===== src/rtl/sw_alloc.sv =====
// Wormhole switch allocator for the 5-port router: per-output round-robin
// arbitration among head requests, lock held by the winner until its tail flit
// transfers; drives per-input flit grants and per-output crossbar selects.
// Latency: head request in cycle t -> first grant in t+1; one idle bubble cycle
// between consecutive packets on the same output.
// Backpressure: a locked output grants only when its owner has a flit (req) and
// downstream can accept (out_ready); otherwise the lock is simply held.
//
// Ports:
//   clk        clock
//   rst_       synchronous active-high reset
//   req        per-input: flit valid at buffer head
//   req_port   per-input target output, PORTW bits per input
//   req_tail   per-input: head-of-buffer flit is a tail
//   out_ready  per-output: downstream can accept a flit
//   grant      per-input: flit transfers this cycle (input pops on this)
//   out_valid  per-output: output carries a flit this cycle
//   out_sel    per-output crossbar select (driving input index), PORTW bits each
//   busy       per-output: output is locked to an owner
module sw_alloc #(
  parameter int NPORT = 5,
  parameter int PORTW = 3
) (
  input  logic                   clk,
  input  logic                   rst_,
  input  logic [NPORT-1:0]       req,
  input  logic [NPORT*PORTW-1:0] req_port,
  input  logic [NPORT-1:0]       req_tail,
  input  logic [NPORT-1:0]       out_ready,
  output logic [NPORT-1:0]       grant,
  output logic [NPORT-1:0]       out_valid,
  output logic [NPORT*PORTW-1:0] out_sel,
  output logic [NPORT-1:0]       busy
);

  typedef enum logic {
    ST_IDLE   = 1'b0,
    ST_LOCKED = 1'b1
  } state_e;

  state_e           state_q  [NPORT];
  state_e           state_d  [NPORT];
  logic [PORTW-1:0] owner_q  [NPORT];
  logic [PORTW-1:0] owner_d  [NPORT];
  logic [PORTW-1:0] rr_ptr_q [NPORT];
  logic [PORTW-1:0] rr_ptr_d [NPORT];

  // is_owner[i]: input i currently owns some output. Such an input is excluded
  // from every candidate set, which keeps grant one-hot per input and makes a
  // releasing owner wait for the idle cycle before its next head is seen.
  logic [NPORT-1:0] is_owner;
  // cand[o][i]: input i is a head candidate for output o.
  logic [NPORT-1:0] cand [NPORT];
  // xfer[o]: locked output o moves a flit this cycle.
  logic [NPORT-1:0] xfer;
  logic [NPORT-1:0] found;
  logic [PORTW:0]   scan_sum;
  logic [PORTW-1:0] scan_idx;

  always_comb begin
    is_owner = '0;
    for (int o = 0; o < NPORT; o++) begin
      if (state_q[o] == ST_LOCKED) begin
        is_owner[owner_q[o]] = 1'b1;
      end
    end
  end

  // Targets >= NPORT never match any o, so such inputs are never candidates.
  always_comb begin
    for (int o = 0; o < NPORT; o++) begin
      cand[o] = '0;
      for (int i = 0; i < NPORT; i++) begin
        cand[o][i] = req[i] && (req_port[i*PORTW +: PORTW] == PORTW'(o)) && !is_owner[i];
      end
    end
  end

  // Per-output next state, locked-output datapath controls and arbitration.
  always_comb begin
    xfer      = '0;
    found     = '0;
    out_valid = '0;
    out_sel   = '0;
    busy      = '0;
    scan_sum  = '0;
    scan_idx  = '0;
    for (int o = 0; o < NPORT; o++) begin
      state_d[o]  = state_q[o];
      owner_d[o]  = owner_q[o];
      rr_ptr_d[o] = rr_ptr_q[o];
      case (state_q[o])
        ST_LOCKED: begin
          xfer[o]                    = req[owner_q[o]] & out_ready[o];
          out_valid[o]               = xfer[o];
          out_sel[o*PORTW +: PORTW]  = owner_q[o];
          busy[o]                    = 1'b1;
          if (xfer[o] && req_tail[owner_q[o]]) begin
            state_d[o]  = ST_IDLE;
            // Previous owner goes to the back of the rotation.
            rr_ptr_d[o] = (owner_q[o] == PORTW'(NPORT-1)) ? '0 : owner_q[o] + 1'b1;
          end
        end
        default: begin
          // Scan from rr_ptr upward, wrapping modulo NPORT; first hit wins.
          // No grant in this cycle: the lock takes effect next cycle.
          for (int k = 0; k < NPORT; k++) begin
            scan_sum = {1'b0, rr_ptr_q[o]} + (PORTW+1)'(k);
            if (scan_sum >= (PORTW+1)'(NPORT)) begin
              scan_sum = scan_sum - (PORTW+1)'(NPORT);
            end
            scan_idx = scan_sum[PORTW-1:0];
            if (!found[o] && cand[o][scan_idx]) begin
              found[o]   = 1'b1;
              owner_d[o] = scan_idx;
              state_d[o] = ST_LOCKED;
            end
          end
        end
      endcase
    end
  end

  always_comb begin
    grant = '0;
    for (int i = 0; i < NPORT; i++) begin
      for (int o = 0; o < NPORT; o++) begin
        if (xfer[o] && (owner_q[o] == PORTW'(i))) begin
          grant[i] = 1'b1;
        end
      end
    end
  end

  always_ff @(posedge clk) begin
    for (int o = 0; o < NPORT; o++) begin
      if (rst_) begin
        state_q[o]  <= ST_IDLE;
        owner_q[o]  <= '0;
        rr_ptr_q[o] <= '0;
      end else begin
        state_q[o]  <= state_d[o];
        owner_q[o]  <= owner_d[o];
        rr_ptr_q[o] <= rr_ptr_d[o];
      end
    end
  end

endmodule


===== config.mk =====
export PLATFORM = sky130hd
export DESIGN_NAME = sw_alloc
export DESIGN_NICKNAME = d
export VERILOG_FILES = /design/src/rtl/sw_alloc.sv
export SDC_FILE = /design/constraint.sdc
export NUM_CORES = 1
export LEC_CHECK = 0
export CORE_MARGIN = 2
export CORE_UTILIZATION = 45
export DETAILED_ROUTE_END_ITERATION = 12
export REMOVE_ABC_BUFFERS = 1
export SLEW_MARGIN = 20
export SYNTH_ARGS = -nofsm -noshare
export SYNTH_HDL_FRONTEND = slang
export SYNTH_SLANG_ARGS = --single-unit

===== constraint.sdc =====
create_clock -name clk -period 8.6 [get_ports clk]
set_input_delay 0.86 -clock clk [delete_from_list [all_inputs] [get_ports clk]]
set_output_delay 0.86 -clock clk [all_outputs]
set_load 0.005 [all_outputs]

==> flow_summary.ini <==
[clocking]
cts_tree = yes
post_cts_buffers = 0
path_clk_slew_ns = 0.06
h-tree-depth = 2
cts_sinks = 35
clockRootBuffer = clkbuf_16
insertion_delay_ns = 0.29
post_cts_resized = 0
numCtsBuffers = 5
cts_hold_buf = 0
clock_path_buffers = 2

[synth]
synth_area_leaders = ha_1, dfxtp_1, mux2i_1
async_flop_share = 0
synthAdderAreaFrac = 0.117
muxShareOfSynthArea = 0.113
synth-xor-area-share = 0.0262
synth-simple-area-share = 0.308
avgSynthCellArea_um2 = 7.40
yosysSeqAreaShare = 0.0911
synth-compound-area-share = 0.276
synth_top_area_frac = 0.104
synth_area_mm2 = 0.00769
synth_most_common_cell = nor2_1
syn-instance-count = 1039
yosys_warnings = 0
synth_edf_count = 0
synth_largest_area_cell = ha_1
synth_top_family_by_area = simple AND/OR/NAND/NOR gates
synth-main-ff-cell = dfxtp_1
synth.distinct_cells = 93
ys_ff_latch = 35
synth_common_cells = nor2_1, mux2i_1, ha_1, inv_1, a21oi_1

[timing]
layout_min_cycle_time_ns = 4.38
setup_viol = 0
holdWs_ns = 0.652
drv_slew = 0
tns_ns = 0
rsz0062_at_grt = false
fin_skew_ns = 0.00240
finalHoldViolCount = 0
relSlewSlack = 0.328
finalCritPeriodShare = 0.510
worst_pin_slew_ns = 1.00
max_freq_mhz = 228

[final_layout]
drive_gt1_frac = 0.0532
antenna_cells = 0
areaGrowthSynthToFinish_pct = 10.1
fin_area_mm2 = 0.00846
nets = 1154
finalCoreUtilization = 0.508

[die]
num_rows = 47
die-area_mm2 = 0.0181
io_pins = 62
die_x_um = 135
die_y_um = 135
core-area_mm2 = 0.0166
initial_core_util = 0.462

[placed_design]
dp_hpwl_mm = 19.6
gp_congestion = 0.926
dpl_cell_area_mm2 = 0.00832
io_buffers = 61

[critical_path]
slowest_stage = a311oi_1
cp.arrival_ns = 4.58
r2r_setup_slack_ns = 4.22
critPathMostFrequentCell = a311oi_1
critPathMaxFanout = 21
crit_family = compound AO/OA/AOI/OAI gates
crit_path_start = rr_ptr_q[1][0]
end_kind = register
cp_slowest_stage_delay_ns = 0.76
r2r_start = rr_ptr_q[1][0]
required_ns = 8.79
path_cells = clkinv_1, ha_1, inv_1, fa_1, o22ai_1, nor3_1, o21ba_2, or2_2, a311oi_1, and2_1, o311ai_0, a311oi_1
crit_buf_inv = 2
path_class = register to register
worstSetupStartpointType = register

[power_and_ir_drop]
vdd_drop_max_mv = 0.0866
p_int_w = 0.000550
p_clk_frac = 0.181
p_leak_nw = 3.26
power_density_mw_per_mm2 = 123
pwr-share-comb = 0.549
switchingPower_w = 0.000492
switching_share = 0.472
seqPwrFrac = 0.270

[worst_hold_path]
holdCritStartpoint = rr_ptr_q[3][1]
min_path_type = register to register

[drt]
highest_layer = met4
drc = 0
met1Wirelength_mm = 11.4
wire_per_inst_um = 19.6
drt-total-wl_mm = 24.9
met3WireLength_mm = 1.48
firstDrtPassIters = 5
vias = 8240
drt_iter0_drc = 756
antenna_left = 0
avgViaCountPerCell = 6.47
dr_wl_met2_mm = 11.5

[flow_run]
cap_violations = 0

[global_route]
grt_pass1_wl_mm = 39.5
grt_pass1_vias = 7472
overflow = 0
antenna_found_initial = 0
grt_max_degree = 38
gr-usage-all-layers = 0.268

[status]
status = finished clean
[area by class of cell]
type / instances / area, um2
clock buffers: 6 / 139
clock inverters: 1 / 5.00
fillers: 1653 / 8180
inverters: 66 / 248
multi-input cells: 882 / 6470
flip-flops and latches: 35 / 701
well taps: 220 / 275
repair buffers: 63 / 626
[flip-flops by register name, indices dropped and copies added, names as in the netlist]
register and cells:
state_q 5, owner_q 15, rr_ptr_q 15
[placed cells by master, fill, tap and decap left out, drive strengths merged, types with 17 or more instances in the layout]
cell type / n
nor3: 33
nand2b: 19
ha: 64
nand2: 45
nand3: 43
o21ai: 44
a21oi: 55
xnor2: 22
o22ai: 17
and2: 20
clkdlybuf4s50: 61
nor2: 105
dfxtp: 35
inv: 64
mux2i: 65
[worst min-delay path, cell delays in order (launching register included)]
cell and delay [ns]:
dfxtp_1 0.39, mux2i_1 0.16, nor2_1 0.05
[path summary, 6_finish.rpt]
kind | to | depth (start not counted)
worst max-delay path | owner_q[1][0] | 12
worst min-delay path | rr_ptr_q[3][1] | 2
worst max register to register | owner_q[1][0] | 12
worst min register to register | rr_ptr_q[3][1] | 2
[cells by family (layout without fill, tap and decap cells)]
group / Yosys count / after routing
muxes: 80 / 80
DFF: 35 / 35
buffers and inverters: 122 / 136
adders and majority gates: 69 / 69
xor gates and xnor gates: 23 / 23
AOI/OAI and AO/OA: 298 / 298
and+or+nand+nor: 412 / 412
[power groups by stage]
stage / registers (W) / clock network, W / logic (W)
floorplan: 0.000250 / 0 / 0.000386
global route: 0.000291 / 0.000198 / 0.000625
CTS: 0.000278 / 0.000190 / 0.000565
detailed placement: 0.000282 / 0 / 0.000561
finish: 0.000282 / 0.000189 / 0.000571
global placement: 0.000281 / 0 / 0.000562
[metrics by stage]
step	power (W)	setup WS, ns	std cells
2_1_floorplan	0.000637	4.65	983
3_3_place_gp	0.000842	4.33	1266
3_5_place_dp	0.000843	4.23	1266
4_1_cts	0.00103	4.22	1273
5_1_grt	0.00112	3.82	1273
6_report	0.00104	4.22	1273
[routing by layer]
layer  global-route usage  vias to the layer above
li1                     -                     4016
met1                0.373                     3881
met2                0.441                      299
met3               0.0304                       44
met4               0.0696                        0
met5                    0                        -
No activity file was read; power rests on OpenSTA's default activity.
